File: config.mk
export PLATFORM = sky130hd
export DESIGN_NAME = eth_hdr_parser
export DESIGN_NICKNAME = d
export VERILOG_FILES = /design/src/rtl/eth_hdr_parser.sv
export SDC_FILE = /design/constraint.sdc
export NUM_CORES = 1
export LEC_CHECK = 0
export ABC_AREA = 1
export BUFFER_PORTS_ARGS = -buffer_cell sky130_fd_sc_hd__buf_2
export CAP_MARGIN = 5
export CORE_MARGIN = 2
export CORE_UTILIZATION = 45
export DETAILED_ROUTE_END_ITERATION = 10
export GPL_TIMING_DRIVEN = 0
export PLACE_DENSITY = 0.72
export RECOVER_POWER = 100
export SLEW_MARGIN = 20
export SYNTH_ARGS = -nofsm -noshare
export SYNTH_HDL_FRONTEND = slang
export SYNTH_SLANG_ARGS = --single-unit
File: constraint.sdc
create_clock -name CLK -period 1.6 [get_ports CLK]
set_input_delay 0.4 -clock CLK [delete_from_list [all_inputs] [get_ports CLK]]
set_output_delay 0.4 -clock CLK [all_outputs]
set_load 0.005 [all_outputs]
File: src/rtl/eth_hdr_parser.sv
// eth_hdr_parser: extracts DST/SRC/ETHERTYPE from a CKE-gated byte stream and forwards payload with 1-cycle latency.
// No backpressure; CKE=0 cycles are ignored. ETH_HDR_VLAN_EN enables 802.1Q tag parsing (18-byte header).
module eth_hdr_parser #(
  parameter logic [47:0] MY_MAC     = 48'h00_50_C2_AE_40_01,
  parameter logic [47:0] SERVER_MAC = 48'h00_50_C2_AE_40_00
) (
  input  logic        CLK,
  input  logic        RST,
  input  logic [9:0]  IN_ETH_STREAM,
  output logic [9:0]  OUT_ETH_STREAM,
  output logic        HDR_VALID,
  output logic [47:0] DST_MAC,
  output logic [47:0] SRC_MAC,
  output logic [15:0] ETHERTYPE,
  output logic [11:0] VLAN_ID,
  output logic        DST_MATCH,
  output logic        SRC_MATCH,
  output logic        FRAME_DONE,
  output logic [15:0] FRAME_LEN,
  output logic        RUNT_ERR
);
  typedef enum logic [1:0] {SYNC, IDLE, HDR, PAY} state_t;
  state_t r_state, w_state_nxt;

  logic        w_cke, w_frm;
  logic [7:0]  w_dat;
  logic        w_hdr_last, w_start, w_hdr_byte, w_pay_byte, w_end_hdr, w_end_pay;
  logic [4:0]  r_idx;
  logic [15:0] r_len_cnt;
  logic [9:0]  r_out;
  logic        r_hdr_valid, r_frame_done, r_runt, r_dst_match, r_src_match;
  logic [47:0] r_dst, r_src;
  logic [15:0] r_type, r_frame_len;

  assign w_cke = IN_ETH_STREAM[9];
  assign w_frm = IN_ETH_STREAM[8];
  assign w_dat = IN_ETH_STREAM[7:0];

`ifdef ETH_HDR_VLAN_EN
  logic [11:0] r_vlan_id;
  logic        w_tagged;
  // Tag decision is made on byte 13 using byte 12 already held in r_type.
  assign w_tagged   = ({r_type[15:8], w_dat} == 16'h8100);
  assign w_hdr_last = ((r_idx == 5'd13) && !w_tagged) || (r_idx == 5'd17);
  assign VLAN_ID    = r_vlan_id;

  always_ff @(posedge CLK) begin
    if (RST) begin
      r_vlan_id <= '0;
    end else if (w_hdr_byte) begin
      if (r_idx == 5'd13 && !w_tagged) r_vlan_id <= '0;
      if (r_idx == 5'd14) r_vlan_id[11:8] <= w_dat[3:0];
      if (r_idx == 5'd15) r_vlan_id[7:0] <= w_dat;
    end
  end
`else
  assign w_hdr_last = (r_idx == 5'd13);
  assign VLAN_ID    = 12'h000;
`endif

  always_ff @(posedge CLK) begin
    if (RST) r_state <= SYNC;
    else     r_state <= w_state_nxt;
  end

  always_comb begin
    w_state_nxt = r_state;
    w_start     = 1'b0;
    w_hdr_byte  = 1'b0;
    w_pay_byte  = 1'b0;
    w_end_hdr   = 1'b0;
    w_end_pay   = 1'b0;
    if (w_cke) begin
      case (r_state)
        SYNC: if (!w_frm) w_state_nxt = IDLE;
        IDLE: if (w_frm) begin
          w_start     = 1'b1;
          w_state_nxt = HDR;
        end
        HDR: if (w_frm) begin
          w_hdr_byte = 1'b1;
          if (w_hdr_last) w_state_nxt = PAY;
        end else begin
          w_end_hdr   = 1'b1;
          w_state_nxt = IDLE;
        end
        PAY: if (w_frm) begin
          w_pay_byte = 1'b1;
        end else begin
          w_end_pay   = 1'b1;
          w_state_nxt = IDLE;
        end
        default: w_state_nxt = SYNC;
      endcase
    end
  end

  always_ff @(posedge CLK) begin
    if (RST) begin
      r_idx        <= '0;
      r_len_cnt    <= '0;
      r_out        <= '0;
      r_hdr_valid  <= 1'b0;
      r_frame_done <= 1'b0;
      r_runt       <= 1'b0;
      r_dst_match  <= 1'b0;
      r_src_match  <= 1'b0;
      r_dst        <= '0;
      r_src        <= '0;
      r_type       <= '0;
      r_frame_len  <= '0;
    end else begin
      r_out        <= {w_cke, w_pay_byte, (w_pay_byte ? w_dat : 8'h00)};
      r_hdr_valid  <= w_hdr_byte && w_hdr_last;
      r_frame_done <= w_end_hdr || w_end_pay;
      r_runt       <= w_end_hdr;
      if (w_start) begin
        r_idx        <= 5'd1;
        r_len_cnt    <= 16'd1;
        r_dst[47:40] <= w_dat;
      end
      if ((w_hdr_byte || w_pay_byte) && (r_len_cnt != 16'hFFFF)) r_len_cnt <= r_len_cnt + 16'd1;
      if (w_end_hdr || w_end_pay) r_frame_len <= r_len_cnt;
      if (w_hdr_byte) begin
        r_idx <= r_idx + 5'd1;
        case (r_idx)
          5'd1:  r_dst[39:32] <= w_dat;
          5'd2:  r_dst[31:24] <= w_dat;
          5'd3:  r_dst[23:16] <= w_dat;
          5'd4:  r_dst[15:8]  <= w_dat;
          5'd5:  r_dst[7:0]   <= w_dat;
          5'd6:  r_src[47:40] <= w_dat;
          5'd7:  r_src[39:32] <= w_dat;
          5'd8:  r_src[31:24] <= w_dat;
          5'd9:  r_src[23:16] <= w_dat;
          5'd10: r_src[15:8]  <= w_dat;
          5'd11: r_src[7:0]   <= w_dat;
          5'd12: r_type[15:8] <= w_dat;
          5'd13: r_type[7:0]  <= w_dat;
`ifdef ETH_HDR_VLAN_EN
          5'd16: r_type[15:8] <= w_dat;
          5'd17: r_type[7:0]  <= w_dat;
`endif
          default: ;
        endcase
        // Both addresses are complete before the last header byte arrives.
        if (w_hdr_last) begin
          r_dst_match <= (r_dst == MY_MAC) || (&r_dst);
          r_src_match <= (r_src == SERVER_MAC);
        end
      end
    end
  end

  assign OUT_ETH_STREAM = r_out;
  assign HDR_VALID      = r_hdr_valid;
  assign DST_MAC        = r_dst;
  assign SRC_MAC        = r_src;
  assign ETHERTYPE      = r_type;
  assign DST_MATCH      = r_dst_match;
  assign SRC_MATCH      = r_src_match;
  assign FRAME_DONE     = r_frame_done;
  assign FRAME_LEN      = r_frame_len;
  assign RUNT_ERR       = r_runt;
endmodule

==> implementation parameters <==
Parameter                              Value

Outcome
  Failing checks    negative setup slack
  Outcome    complete, but fails checks

Die
  Ports    167
  Core ar.    roughly 0.015 mm2
  Die outline height    ~130 um
  Number of placement rows    45
  Die width    between 100 and 150 um
  Total die area    0.0164 mm2
  Effective utilization at floorplan    ~46%

Timing
  Clock skew after layout    0.00715 ns
  Max-slew violation count    0
  # setup viols final    1
  Final hold violation count    0
  Slew @ Worst Pin    a little under 0.8 ns
  Maximum clock rate    between 600 and 700 MHz
  Setup repair after global routing missed its margin    true
  Worst relative slew slack    47.9%
  Least setup slack across all paths after layout    -0.00752 ns
  Period utilisation layout    100%
  Post-layout minimum cycle time    ~1.6 ns

Cells and area
  Layout cell share with drive strength beyond 1    a little over a quarter
  Area Overhead vs Synth    32.0%
  Final Instance Count excl. Fillers    1352
  Count of inserted antenna diode cells    0
  Final layout net count    1173
  Cell area after layout    0.00912 mm2

Drt
  Number of DRC violations after detailed routing    0
  Number of iterations in the first detailed-routing pass    5
  Residual antenna-violating net count after detailed routing    0
  Total Wirelength    21300 um
  DR iter-0 viols    600
  Total via count in the routed design    7109
  Detailed-route wire length per cell    approximately 16 um
  Vias per cell    5.26

Logic synthesis
  Synthesis-stage register bit count    between 150 and 200
  Yosys warning count    0
  Area share of the leading cell type in the synthesized netlist    48.1%
  Main area contributors after synthesis    dfxtp_1, a21oi_1, nand2_1
  Instance count of the mapped netlist    942
  Average size of a mapped cell    ~7.3 um2
  Number of flops mapped to enable cells by yosys    0
  Cell type with the largest total area after synthesis    dfxtp_1
  Seq/Total Area, Yosys    48.1%
  Commonest register cell after synthesis    dfxtp_1
  Async SR Flop Fraction    0%
  Summed instance area of the synthesized netlist    around 0.0069 mm2
  Number of distinct library cells after synthesis    31

Clocking
  Buffer cell driving the clock tree root    clkbuf_16
  Clock tree from TritonCTS    built
  Number of buffers created by CTS    17
  Number of buffers inserted for hold repair after clock tree synthesis    0
  Clock sink count    166
  Worst-case clock buffer depth    2
  Clock Latency Late Sink    0.43 ns
  H-tree levels    4
  CTS clk-pin slew, worst paths    0.06 ns

Setup path
  Nature of the critical path startpoint    register
  Worst Path Class, Setup    reg2reg
  WP data required    about 2 ns
  Data arrival time of the worst path    1.96 ns
  Maximum fanout count along the critical path    7
  Endpoint kind of the worst setup timing path    register

Placement
  Placement Cell Area    0.00796 mm2
  Placed Cells    1295
  Routability Congestion    slightly above 0.9
  IO buf count    roughly 150
  Setup Slack @ Placement    -0.416 ns
  Final HPWL DP    14600 um

Pwr
  IR drop worst, VDD    0.722 mV
  Pwr/cell area    1000 mW/mm2
  Static Leakage    slightly below 4 nW

Global route
  Wire length of the first global-routing pass    between 30000 and 40000 um
  Via count of the first global-routing pass    6428
  Antenna violations before repair    0
  Pin count of the biggest net entering global routing    17
  Total routing resource utilization after global routing    25.2%
  Gr ovfl total    0

Job
  Maximum Capacitance Violations    0

Worst hold path
  Worst min-delay path class    in2reg
logic make-up (layout without fill, tap and decap cells):
kind of cell	after synthesis	in the layout	synth area share, %
DFF	166	166	48.1
AOI/OAI and AO/OA	259	259	19.2
adders and majority gates	8	8	1.45
buffers and inverters	162	373	9.74
xor gates and xnor gates	2	2	0.253
other	1	12	0.0543
and+or+nand+nor	344	344	21.3
power breakdown:
group          internal, W  switching, W
Sequential         0.00418     0.0000338
Clock              0.00276       0.00163
Combinational     0.000187      0.000351
Total              0.00712       0.00201
state kept, by name, indices dropped and copies added, names as in the netlist:
name and count:
RUNT_ERR 1, ETHERTYPE 16, OUT_ETH_STREAM 10, r_idx 5, HDR_VALID 1, r_state 2
SRC_MATCH 1, SRC_MAC 48, FRAME_DONE 1, DST_MATCH 1, DST_MAC 48, FRAME_LEN 16
r_len_cnt 16
layer usage:
metal	track usage [%]	up-vias	part of all wire, %
met1	32.5	3282	42
met4	6.79	0	1.7
met3	5.93	37	7.7
li1	-	3474	-
met2	42.7	316	48
met5	0	-	0
synth_stat cells (3+ instances only):
master	number
dfxtp_1	166
nand2_1	151
a21oi_1	147
o21ai_0	99
inv_1	98
nor2_1	93
nand3_1	77
clkbuf_1	39
buf_4	13
nand4_1	9
ha_1	8
buf_2	7
o21ai_1	6
nor3_1	4
inv_2	3
nand2_2	3
cell usage in the layout, fill, tap and decap left out, types with 19 or more instances in the layout:
| cell | instances |
|---|---|
| o21ai_0 | 84 |
| buf_2 | 156 |
| o21ai_1 | 19 |
| dfxtp_1 | 153 |
| clkbuf_1 | 25 |
| nor2_1 | 84 |
| nand3_1 | 77 |
| nand2_1 | 140 |
| inv_1 | 95 |
| a21oi_1 | 143 |
| buf_4 | 37 |
worst max-delay path, stage by stage, from the launching register on:
cell     delay [ns]
dfxtp_2        0.33
inv_2          0.07
ha_4           0.18
inv_2          0.09
a21oi_4        0.18
inv_2          0.06
nor2_4         0.19
buf_6          0.16
nand3_1        0.11
a21oi_2        0.15
per-stage QoR:
step	power (W)	TNS, ns	hold WS, ns	utilization [%]
after floorplan	0.00458	0	0.453	-
after detailed placement	0.00475	-37.70	0.451	52.7
after global placement	0.00475	-34.48	0.451	52.7
final	0.00914	-0.00752	0.203	60.4
after CTS	0.00912	0	0.199	58.9
after global routing	0.00937	-0.257	0.215	60.4
final timing paths:
kind	startpoint	to	slack (ns)	cells past startpoint
max	r_state[0]$_SDFFE_PP0P_	r_len_cnt[15]$_SDFFE_PP0P_	-0.008	9
min	RST	OUT_ETH_STREAM[8]$_SDFF_PP0_	0.20	2
max reg2reg	r_state[0]$_SDFFE_PP0P_	r_len_cnt[15]$_SDFFE_PP0P_	-0.008	9
min reg2reg	SRC_MAC[13]$_SDFFE_PP0P_	SRC_MAC[13]$_SDFFE_PP0P_	0.46	2
layout make-up:
class                   count  area [um2]
inverters                 101         382
well taps                 188         235
plain buffers              60         398
fillers                  1373        5970
repair buffers            182        1010
clock inverters             8         144
multi-input cells         625        3120
clock buffers              22         484
flip-flops and latches    166        3340
timing repair:
action,in CTS,in global routing
cloned,0,3
resized for setup,56,73
pin swaps,7,12
setup endpoints to repair,140,128
buffers inserted,16,9
Power figures use the tool's default switching activity.
